==> src/rtl/dec_timer.sv <==
// Loadable down-counter timer: counts a loaded value down to zero on enabled
// cycles, pulses done at terminal count, then stops or reloads.
module dec_timer #(
    parameter int DATAWIDTH = 8
) (
    input  logic                 Clk,
    input  logic                 Rst,
    input  logic                 ld,
    input  logic [DATAWIDTH-1:0] ld_val,
    input  logic                 en,
    input  logic                 auto_rl,
    output logic [DATAWIDTH-1:0] q,
    output logic                 busy,
    output logic                 done,
    output logic                 o_dbg_state
);

    typedef enum logic {
        IDLE = 1'b0,
        RUN  = 1'b1
    } state_t;

    state_t               r_state;
    logic [DATAWIDTH-1:0] r_q;
    logic [DATAWIDTH-1:0] r_rl_val;
    logic                 r_busy;
    logic                 r_done;

    state_t               w_state_nxt;
    logic [DATAWIDTH-1:0] w_q_nxt;
    logic [DATAWIDTH-1:0] w_rl_val_nxt;
    logic                 w_busy_nxt;
    logic                 w_done_nxt;
    logic                 w_ld_zero;
    logic                 w_terminal;

    assign w_ld_zero  = (ld_val == '0);
    // In RUN the count is always >= 1, so q==1 marks the terminal edge.
    assign w_terminal = (r_q == {{(DATAWIDTH-1){1'b0}}, 1'b1});

    always_comb begin
        w_state_nxt  = r_state;
        w_q_nxt      = r_q;
        w_rl_val_nxt = r_rl_val;
        w_busy_nxt   = r_busy;
        w_done_nxt   = 1'b0;
        if (ld) begin
            w_q_nxt      = ld_val;
            w_rl_val_nxt = ld_val;
            if (w_ld_zero) begin
                w_state_nxt = IDLE;
                w_busy_nxt  = 1'b0;
                w_done_nxt  = 1'b1;
            end else begin
                w_state_nxt = RUN;
                w_busy_nxt  = 1'b1;
            end
        end else if (r_state == RUN && en) begin
            if (w_terminal) begin
                w_done_nxt = 1'b1;
                if (auto_rl) begin
                    w_q_nxt = r_rl_val;
                end else begin
                    w_q_nxt     = '0;
                    w_state_nxt = IDLE;
                    w_busy_nxt  = 1'b0;
                end
            end else begin
                w_q_nxt = r_q - 1'b1;
            end
        end
    end

    always_ff @(posedge Clk) begin
        if (Rst) begin
            r_state  <= IDLE;
            r_q      <= '0;
            r_rl_val <= '0;
            r_busy   <= 1'b0;
            r_done   <= 1'b0;
        end else begin
            r_state  <= w_state_nxt;
            r_q      <= w_q_nxt;
            r_rl_val <= w_rl_val_nxt;
            r_busy   <= w_busy_nxt;
            r_done   <= w_done_nxt;
        end
    end

    assign q           = r_q;
    assign busy        = r_busy;
    assign done        = r_done;
    assign o_dbg_state = r_state;

endmodule

==> config.mk <==
export PLATFORM = sky130hd
export DESIGN_NAME = dec_timer
export DESIGN_NICKNAME = d
export VERILOG_FILES = /design/src/rtl/dec_timer.sv
export SDC_FILE = /design/constraint.sdc
export NUM_CORES = 1
export LEC_CHECK = 0
export ABC_AREA = 1
export CAP_MARGIN = 40
export CORE_UTILIZATION = 45
export CTS_CLUSTER_SIZE = 30
export DETAILED_ROUTE_END_ITERATION = 6
export MAX_ROUTING_LAYER = met4
export PLACE_DENSITY = 0.86
export SLEW_MARGIN = 15
export SYNTH_ARGS = -nofsm -noshare
export SYNTH_HDL_FRONTEND = slang
export SYNTH_SLANG_ARGS = --single-unit
==> constraint.sdc <==
create_clock -name Clk -period 1.3 [get_ports Clk]
set_clock_uncertainty 0.2 [all_clocks]
set_input_delay 0.195 -clock Clk [delete_from_list [all_inputs] [get_ports Clk]]
set_output_delay 0.195 -clock Clk [all_outputs]
set_load 0.1 [all_outputs]
**After elaboration in Yosys (flattened, before gate mapping)**

Index checks and enable logic that the tools add are counted.

- Word-level logic and storage cells: 25
- Latch bits: 0
- Memory bits (writable): 0
- Input bits: 13
- Bits in read-only memories: 0
- Flip-flop bits (word level): 18
- Memories: 0
- Output and inout port bits: 11

- Divide/modulo/power cells: 0
- Order comparisons: 0
- Shifts and indexed selects: 0
- Bitwise logic cells: 0
- Add/sub/neg operators: 1
- Muxes and demuxes: 13
- Equal/unequal tests: 2
- Multipliers: 0
- Reduce and logical (&&, ||, !) cells: 5

Operators by type and width:

| cell | number |
|---|---|
| $mux W8 | 4 |
| $mux W1 | 9 |
| $eq A8 B1 Y1 const B | 1 |
| $logic_not A8 Y1 | 1 |
| $sub A8 B1 Y8 const B | 1 |
| $reduce_bool A2 Y1 | 2 |
| $reduce_and A3 Y1 | 1 |
| $ne A2 B2 Y1 const B | 1 |
| $logic_and A1 B1 Y1 | 1 |

**Logic depth before layout (Yosys ltp)**

Gate-level depths: netlist (run 1).

- Word-level depth: 4
- Depth in mapped cells: 9
- Gate-level depth less buffers: 9

**Least setup slack after synthesis (run 1)**

Ideal clock, no wire load.

- Kind: reg-to-reg
- From: register r_q[0], in the netlist q[0]
- To: register r_q[4], in the netlist q[4]
- Data arrival time: 1.877 ns
- Library setup time: 0.120 ns
- Cell stages (with the launch flop): 8
- Buffers on the path: 0
- Clock period less this slack: 2.196 ns
- Slack: -0.896 ns
- Required time: 0.980 ns
- Path through: dfxtp_1 > inv_1 > ha_1 > nand2_1 > xor2_1 > nor2_1 > nor2_1 > nor2_1

- Word-level cells in the longest chain between the ends: 4
- Elaborated cells on any way between the ends: 5
- Those cells by class: add/sub (1); eq/ne (1); mux (3)

RTL lines:

| what | RTL line | text |
|---|---|---|
| from (decl) | 24 | `logic [DATAWIDTH-1:0] r_q;` |
| from (signal assigned) | 83 | `r_q <= w_q_nxt;` |
| $sub A8 B1 Y8 / $eq A8 B1 Y1 (equally long branches) | 69, 39 |  |
| $mux W8 (*) | 59 | `if (w_terminal) begin` |
| $mux W8 (*) | 58 | `end else if (r_state == RUN && en) begin` |
| $mux W8 (*) | 47 | `if (ld) begin` |

Mark *: on every way between the ends. The rest lies on a longest branch, timed or not. The select of a mux whose other input is x is not followed.
A chain may end at the register's enable or synchronous reset.

**Worst setup path after layout (run 1)**

- From: register r_q[5], in the netlist q[5]
- To: register r_q[1], in the netlist q[1]

- Word-level cells in the longest chain between the ends: 4

RTL lines:

| what | RTL line | text |
|---|---|---|
| $eq A8 B1 Y1 | 39 | `assign w_terminal = (r_q == {{(DATAWIDTH-1){1'b0}}, 1'b1});` |
| $mux W8 | 59 |  |
| $mux W8 | 58 |  |
| $mux W8 | 47 |  |

Every way passes these cells. The select of a mux whose other input is x is not followed.

==> flow_summary_export.csv, run 1 <==
group,metric,value,unit
die,core_area,2300,sq um
outcome,status,"finished, violations left",
power_and_ir_drop,irDropWorstVdd,0.984,mV
cells_and_area,fin_cells,265,
sta,max_slew_margin,0.740,
route,antenna_left,0,
route,post_drt_wl_per_cell,15.9,um
hold_path,min_path_type,"reg -> reg",
placement,hpwl,2730,um
clock_network,ctsHoldBuffers,0,
power_and_ir_drop,p_total,1.96,mW
worst_setup_path,critPathLaunchType,"flip-flop",
cells_and_area,num-fill-cells,114,
cells_and_area,diodes,0,
worst_setup_path,critPathKind,"reg -> reg",
die,die_height,52.2,um
synthesis,synth.distinct_cells,24,
die,rows,17,
grt,overflow,0,
hold_path,min_from,"r_rl_val[5]",
synthesis,synth_nets,189,
sta,fin_ws,-174,ps
placement,post-place-ws,-387,ps
cells_and_area,utilization,0.855,
grt,grt_pass1_wl,6470,um
hold_path,worstHoldEndpoint,"r_rl_val[5]",
cells_and_area,areaGrowthSynthToFinish,73.1,%
placement,dpl_cell_area,1820,sq um
route,dr_total_vias,1481,
sta,setup_viol,20,
worst_setup_path,endpoint_kind,"flip-flop",
outcome,violations,"setup timing",
cells_and_area,drive_gt1_frac,0.371,
sta,fmax,0.678,GHz
synthesis,synthesis.area,1130,sq um
power_and_ir_drop,p_per_area,996,nW/um^2
die,pin_count,24,
die,start_util,0.494,
cells_and_area,post-route-cell-area,1960,sq um
job,cap_violations,0,
sta,drv_slew,0,
worst_setup_path,cp-startpoint,"q[5]",
sta,tightest_slew,389,ps
worst_setup_path,r2r-end,"q[1]",
clock_network,cts_tree,"done",
worst_setup_path,rr_worst_depth,8,
route,drt_first_pass_iters,5,
route,drc,0,
placement,gp_congestion,0.932,
clock_network,clock_path_buffers,2,
clock_network,clockRootBuffer,"clkbuf_4",
synthesis,synth_cells,174,
route,avgViaCountPerCell,5.59,
synthesis,yosysSeqAreaShare,0.318,
clock_network,cts_buffers,3,
placement,port_buffers,23,
grt,grt_max_degree,11,
grt,grt_pass1_vias,1495,
synthesis,syn_avg_cell_area,6.52,sq um
cells_and_area,num-nets-final,253,
power_and_ir_drop,p_leak,0.951,nW
sta,period_needed,1470,ps
clock_network,worstSkewPairLatency,310,ps
synthesis,synth_seq_cells,18,
sta,tns,-2050,ps
route,wirelength,4210,um
worst_setup_path,crit_fanout,7,
synthesis,yosysWarnings,0,
worst_setup_path,required,1300,ps
sta,fin_crit_sh,1.13,
sta,holdWs,341,ps
clock_network,htreeDepth,1,
grt,antenna_found_initial,0,
worst_setup_path,r2r_slack,-170,ps
clock_network,cts.clk_slew.worst_paths,120,ps
hold_path,hold_depth,4,
grt,grtUsageTotal,0.342,
route,drt_iter0_markers,84,
worst_setup_path,regToRegStartpoint,"q[5]",
die,dieArea,2730,sq um
die,die-width,52.2,um
clock_network,cts_sinks,18,
sta,timing.final.hold_violations,0,
worst_setup_path,critPathArrivalTime,1470,ps
sta,grt_setup_unrepaired,"yes",
placement,dp.cells,255,
-- cell type report --
class	instances	area (sq um)	share of cell area
repair buffers	64	694	0.354
multi-input cells	117	681	0.346
flip-flops and latches	18	395	0.201
inverters	34	133	0.0675
well taps	28	35.0	0.0178
clock buffers	3	22.5	0.0115
clock inverters	1	3.75	0.00191
-- sequential cells by signal (all words and copies together), names as in the netlist --
register	flops
busy	1
done	1
q	8
r_rl_val	8
-- placed cells by master (no fill, tap or decap), drive strengths merged --
cell	synthesis	routed
xnor2	1	1
o21ai	12	12
clkinv	0	1
inv	34	34
buf	6	52
a21oi	12	12
nand3	9	9
nand4	1	1
ha	2	2
o21bai	1	1
clkbuf	0	3
clkdlybuf4s50	0	12
xor2	2	2
nand2	45	45
nand3b	7	7
dfxtp	18	18
nor2	24	25
-- cell families (layout without fill, tap and decap cells) --
family	Yosys count	in the layout	synth area share
DFF	18	18	0.318
adders and majority gates	2	2	0.0220
buffers and inverters	40	102	0.147
and+or+nand+nor	86	87	0.365
AOI/OAI and AO/OA	25	25	0.126
xor gates and xnor gates	3	3	0.0232
-- how the worst max path moves through the flow --
stage / end / slack [ps] / cells past startpoint
2_1_floorplan: q[0] / -230 / 9
3_3_place_gp: busy / -340 / 8
3_5_place_dp: q[5] / -390 / 6
4_1_cts: q[1] / -140 / 9
5_1_grt: q[1] / -240 / 8
6_report: q[1] / -170 / 8
-- Yosys cell counts --
| cell type | n | area (sq um) |
|---|---|---|
| dfxtp_1 | 18 | 360 |
| nor2_8 | 1 | 20.0 |
| nand4_1 | 1 | 6.26 |
| buf_4 | 4 | 30.0 |
| nand3b_1 | 7 | 52.6 |
| nor2_4 | 2 | 22.5 |
| buf_1 | 1 | 3.75 |
| inv_1 | 33 | 124 |
| xor2_1 | 2 | 17.5 |
| o21bai_1 | 1 | 7.51 |
| a21oi_1 | 8 | 40.0 |
| a21oi_2 | 4 | 35.0 |
| nor2_1 | 20 | 75.1 |
| nand2_4 | 2 | 22.5 |
| nor2_2 | 1 | 6.26 |
| o21ai_0 | 8 | 40.0 |
| xnor2_1 | 1 | 8.76 |
| o21ai_1 | 4 | 20.0 |
| ha_1 | 2 | 25.0 |
| nand2_2 | 1 | 6.26 |
| nand3_1 | 9 | 45.0 |
| inv_2 | 1 | 3.75 |
| nand2_1 | 42 | 158 |
| buf_2 | 1 | 5.00 |
-- per-layer routing --
metal	vias up	part of all wire	GRT usage	wire, um
li1	663	-	-	-
met1	683	0.36	0.349	1520
met2	100	0.49	0.598	2060
met3	35	0.085	0.0899	359
met4	0	0.062	0.180	262
met5	-	0	-	0
-- report_power, final --
part	leakage, nW	switching (mW)	total (mW)	internal (mW)
combinational	0.781	0.586	1.01	0.427
clock	0.0154	0.186	0.298	0.112
sequential	0.155	0.0491	0.646	0.597
-- worst max-delay path, cell delays in order (launching register included) --
cell,delay (ps)
dfxtp_4,380
nor2_4,150
nand2_4,110
nor2_8,170
nor2_4,80
nand2_1,60
nand3b_1,90
nand2_1,90
inv_1,30
-- what timing repair did --
action	4_1_cts	5_1_grt
setup buffers	4	1
resized for setup	16	2
pin swaps	6	8
gates cloned	1	0
endpoints found under the setup margin	20	21
Power figures use the tool's default switching activity.
==> inputs of run 2 (changes only) <==
Settings changed: CORE_UTILIZATION 45 to 50, DONT_BUFFER_PORTS set to 1, PLACE_DENSITY 0.86 to 0.79.
==> run 2 against run 1 <==
Against the previous run: the flow finishes with violations (hold timing, setup timing); sequential power hardly changed; non-clock buffer count decreased by 25; cell count shrank 9.8%; global-route usage decreased by 6.0 points; first-iteration DRC count fell by 31%; final area is 11% lower; power decreased by 5.4%; die area decreased by 9.6%; register-to-register slack lost 30 ps; hold slack lost 470 ps; clock-buffer cell count grew 1.
==> flow_summary_export.csv, run 2 (synthesis gave the netlist of run 1 again) <==
group,metric,value,unit
outcome,status,"finished, violations left",
outcome,violations,"hold timing, setup timing",
grt,grt_pass1_wl,5000,um
die,pin_count,24,
grt,grt_pass1_vias,1114,
worst_setup_path,critPathKind,"reg -> reg",
worst_setup_path,slowest_stage,"dfxtp_4",
sta,fmax,0.664,GHz
route,post_drt_wl_per_cell,14.9,um
cells_and_area,num-nets-final,228,
worst_setup_path,required,1320,ps
clock_network,cts_buffers,3,
placement,port_buffers,0,
hold_path,min_path_type,"in -> reg",
worst_setup_path,crit_chain,"nor2_4 > nand2_4 > nor2_8 > nand3_1 > nand2_1 > inv_1 > a21oi_2",
cells_and_area,num-fill-cells,106,
route,drc,0,
sta,fin_ws,-207,ps
worst_setup_path,slowest_delay,380,ps
worst_setup_path,critPathLaunchType,"flip-flop",
grt,antenna_found_initial,0,
sta,period_needed,1510,ps
placement,dp.cells,217,
route,dr_total_vias,1291,
sta,tightest_slew,418,ps
placement,gp_congestion,0.937,
worst_setup_path,path_buf_inv,1,
worst_setup_path,endpoint_kind,"flip-flop",
route,avgViaCountPerCell,5.40,
worst_setup_path,crit_fanout,5,
cells_and_area,final_cell_mix,"nand2_1 (42), inv_1 (31), nor2_1 (19)",
power_and_ir_drop,p_per_area,1060,nW/um^2
route,drt_first_pass_iters,4,
cells_and_area,diodes,0,
clock_network,htreeDepth,1,
clock_network,clock_path_buffers,2,
clock_network,clockRootBuffer,"clkbuf_4",
cells_and_area,fin_cells,239,
clock_network,cts.clk_slew.worst_paths,120,ps
worst_setup_path,critPathArrivalTime,1530,ps
die,core_area,2040,sq um
grt,grt_max_degree,18,
sta,tns,-2140,ps
worst_setup_path,cp_top_family,"simple AND/OR/NAND/NOR gates",
route,antenna_left,0,
job,cap_violations,0,
sta,timing.final.hold_violations,11,
sta,setup_viol,19,
cells_and_area,utilization,0.855,
power_and_ir_drop,p_leak,0.824,nW
clock_network,worstSkewPairLatency,310,ps
sta,grt_setup_unrepaired,"yes",
cells_and_area,drive_gt1_frac,0.302,
route,wirelength,3570,um
sta,holdWs,-128,ps
sta,max_slew_margin,0.719,
die,dieArea,2460,sq um
placement,hpwl,1980,um
sta,fin_crit_sh,1.16,
power_and_ir_drop,irDropWorstVdd,0.905,mV
placement,post-place-ws,-141,ps
cells_and_area,layout_commonest_cell,"nand2_1",
clock_network,cts_sinks,18,
clock_network,cts_tree,"done",
die,rows,16,
die,die-width,49.6,um
grt,overflow,0,
cells_and_area,areaGrowthSynthToFinish,53.8,%
die,die_height,49.6,um
die,start_util,0.556,
route,drt_iter0_markers,58,
grt,grtUsageTotal,0.282,
sta,drv_slew,0,
==> run 2: timing repair <==
| action | in CTS | in global routing |
|---|---|---|
| resized for setup | 32 | 3 |
| pin swaps | 4 | 2 |
| endpoints found under the setup margin | 20 | 20 |
| hold buffers | 3 | 8 |
| cloned | 1 | 0 |
| endpoints found under the hold margin | 18 | 14 |
| setup buffers | 5 | 1 |
==> run 2: area by class of cell <==
class | instances | area, sq um | share of cell area
Sequential cell | 18 | 395 | 0.227
Multi-Input combinational cell | 117 | 691 | 0.396
Tap cell | 27 | 33.8 | 0.0194
Inverter | 34 | 133 | 0.0760
Clock buffer | 4 | 26.3 | 0.0151
Timing Repair Buffer | 39 | 467 | 0.267
==> run 2: path summary, 6_finish.rpt <==
path | depth (start not counted) | slack (ps) | startpoint | to
hold reg to reg | 2 | 300 | r_rl_val[1] | r_rl_val[1]
setup reg to reg | 7 | -210 | q[4] | q[3]
setup / recovery | 7 | -210 | q[4] | q[3]
hold / removal | 3 | -130 | ld | r_rl_val[7]
==> run 2: worst min-delay path, cell delays in order <==
cell and delay [ps]:
nor2_1 40, inv_1 50, a21oi_1 60
==> run 2: stage by stage <==
step                      power [mW]  instance area (sq um)
after floorplan                 1.17                   1200
after global placement          1.31                   1400
after detailed placement        1.33                   1400
after CTS                       1.77                   1650
after global routing            1.92                   1750
final                           1.85                   1750
==> run 2: where the power goes <==
part | switching [mW] | internal (mW) | leakage (nW) | total [mW]
clock network | 0.186 | 0.120 | 0.0150 | 0.306
logic | 0.552 | 0.349 | 0.654 | 0.902
registers | 0.0470 | 0.597 | 0.155 | 0.644
==> run 2: layer usage <==
metal	track usage	up-vias	part of all wire
met3	0.0679	23	0.064
met1	0.319	573	0.37
li1	-	613	-
met2	0.446	82	0.53
met4	0.176	0	0.045
met5	-	-	0
==> inputs of run 3 (changes only) <==
Settings changed: GPL_TIMING_DRIVEN set to 0, SLEW_MARGIN 15 to not set.
==> run 3 against run 2 <==
Against the previous run: the run ends with setup timing left; critical path depth is 1 higher; cell count is 10% lower; clock-buffer cell count stayed put; sequential power is 34% higher; sequential share of layout area is 5.5 points higher; combinational power is 52% lower; register-to-register slack worse by 220 ps.
==> flow_summary_export.csv, run 3 (synthesis gave the netlist of run 1 again) <==
group,metric,value,unit
route,avgViaCountPerCell,5.11,
worst_setup_path,critPathLaunchType,"flip-flop",
route,dr_total_vias,1098,
worst_setup_path,required,1320,ps
sta,tightest_slew,500,ps
placement,gp_congestion,0.802,
cells_and_area,areaGrowthSynthToFinish,24.4,%
worst_setup_path,cp_common_cell,"nor2_1",
power_and_ir_drop,p_leak,0.664,nW
grt,overflow,0,
grt,grt_max_degree,11,
die,dieArea,2460,sq um
cells_and_area,layout_commonest_cell,"nand2_1",
die,die_height,49.6,um
clock_network,clockRootBuffer,"clkbuf_4",
worst_setup_path,critPathArrivalTime,1750,ps
placement,port_buffers,0,
placement,hpwl,1790,um
outcome,status,"finished, violations left",
clock_network,htreeDepth,1,
worst_setup_path,path_buf_inv,1,
cells_and_area,num-nets-final,204,
worst_setup_path,crit_chain,"ha_4 > nand2_8 > buf_4 > nor2_4 > nand3_1 > nand2_1 > nor2_1 > nor2_1",
sta,grt_setup_unrepaired,"yes",
hold_path,min_path_type,"in -> reg",
clock_network,clock_path_buffers,2,
power_and_ir_drop,p_total,1.58,mW
route,drt_iter0_markers,29,
sta,drv_slew,0,
worst_setup_path,cp.depth,8,
clock_network,cts_tree,"done",
clock_network,cts_buffers,3,
cells_and_area,final_cell_mix,"nand2_1 (42), inv_1 (31), nor2_1 (19)",
clock_network,cts_sinks,18,
cells_and_area,drive_gt1_frac,0.218,
worst_setup_path,cp_top_family,"flip-flops",
sta,fin_crit_sh,1.33,
sta,fin_ws,-431,ps
grt,grt_pass1_vias,993,
route,antenna_left,0,
die,rows,16,
worst_setup_path,slowest_delay,590,ps
outcome,violations,"setup timing",
sta,max_slew_margin,0.666,
route,wirelength,2610,um
worst_setup_path,critPathKind,"reg -> reg",
power_and_ir_drop,irDropWorstVdd,0.651,mV
sta,tns,-3530,ps
sta,fmax,0.578,GHz
worst_setup_path,rr_worst_depth,8,
clock_network,cts.clk_slew.worst_paths,100,ps
die,pin_count,24,
cells_and_area,diodes,0,
die,start_util,0.556,
sta,setup_viol,11,
sta,timing.final.hold_violations,0,
clock_network,worstSkewPairLatency,290,ps
grt,grtUsageTotal,0.230,
placement,post-place-ws,-354,ps
job,cap_violations,0,
sta,period_needed,1730,ps
grt,antenna_found_initial,0,
die,die-width,49.6,um
route,drc,0,
grt,grt_pass1_wl,4210,um
worst_setup_path,crit_fanout,4,
route,drt_first_pass_iters,4,
worst_setup_path,slowest_stage,"dfxtp_4",
die,core_area,2040,sq um
route,post_drt_wl_per_cell,12.1,um
power_and_ir_drop,p_per_area,1120,nW/um^2
worst_setup_path,endpoint_kind,"flip-flop",
hold_path,hold_depth,3,
## run 3: cell count changes in the layout (fill, tap and decap cells not counted), sizes merged
cell	previous run	this run
dlygate4sd3	11	8
buf	28	7
## run 3: metrics by stage
stage,hold slack (ps),instances,area [sq um],utilization
6_report,35.8,215,1410,0.691
5_1_grt,36.9,215,1410,0.691
4_1_cts,27.7,215,1380,0.675
3_5_place_dp,179,201,1240,0.607
3_3_place_gp,172,201,1240,0.607
2_1_floorplan,158,174,1200,-
## run 3: metal layers
layer	vias up	GRT usage	wire, um
met2	43	0.374	1240
met3	4	0.0370	164
li1	572	-	-
met5	-	-	0
met4	0	0.0714	26
met1	479	0.291	1180
## run 3: worst paths after layout
check,start,to,slack (ps)
max,q[0],q[4],-430
min reg2reg,r_rl_val[1],r_rl_val[1],280
max reg2reg,q[0],q[4],-430
min,ld,r_rl_val[6],40
## run 3: cell type report
cell class	count	area (sq um)
Buffer	6	51.3
Sequential cell	18	398
Fill cell	193	631
Tap cell	27	33.8
Inverter	34	133
Multi-Input combinational cell	117	682
Timing Repair Buffer	9	87.6
Clock buffer	4	26.3
## run 3: where the power goes
part,internal [mW],switching [mW],total [mW]
Sequential,0.596,0.265,0.861
Clock,0.119,0.172,0.291
Combinational,0.168,0.263,0.431
## run 3: worst min-delay path, delay by kind of cell
| family | cells | cell delay [ps] |
|---|---|---|
| buf+inv | 1 | 150 |
| simple gates | 1 | 80 |
| compound gates | 1 | 70 |
## run 3: timing repair
action | 4_1_cts | 5_1_grt
endpoints found under the setup margin | 12 | 13
setup buffers | 1 | 0
resized for setup | 4 | 6
gates cloned | 1 | 0
pin swaps | 2 | 4
hold buffers | 8 | 0
endpoints found under the hold margin | 8 | 0
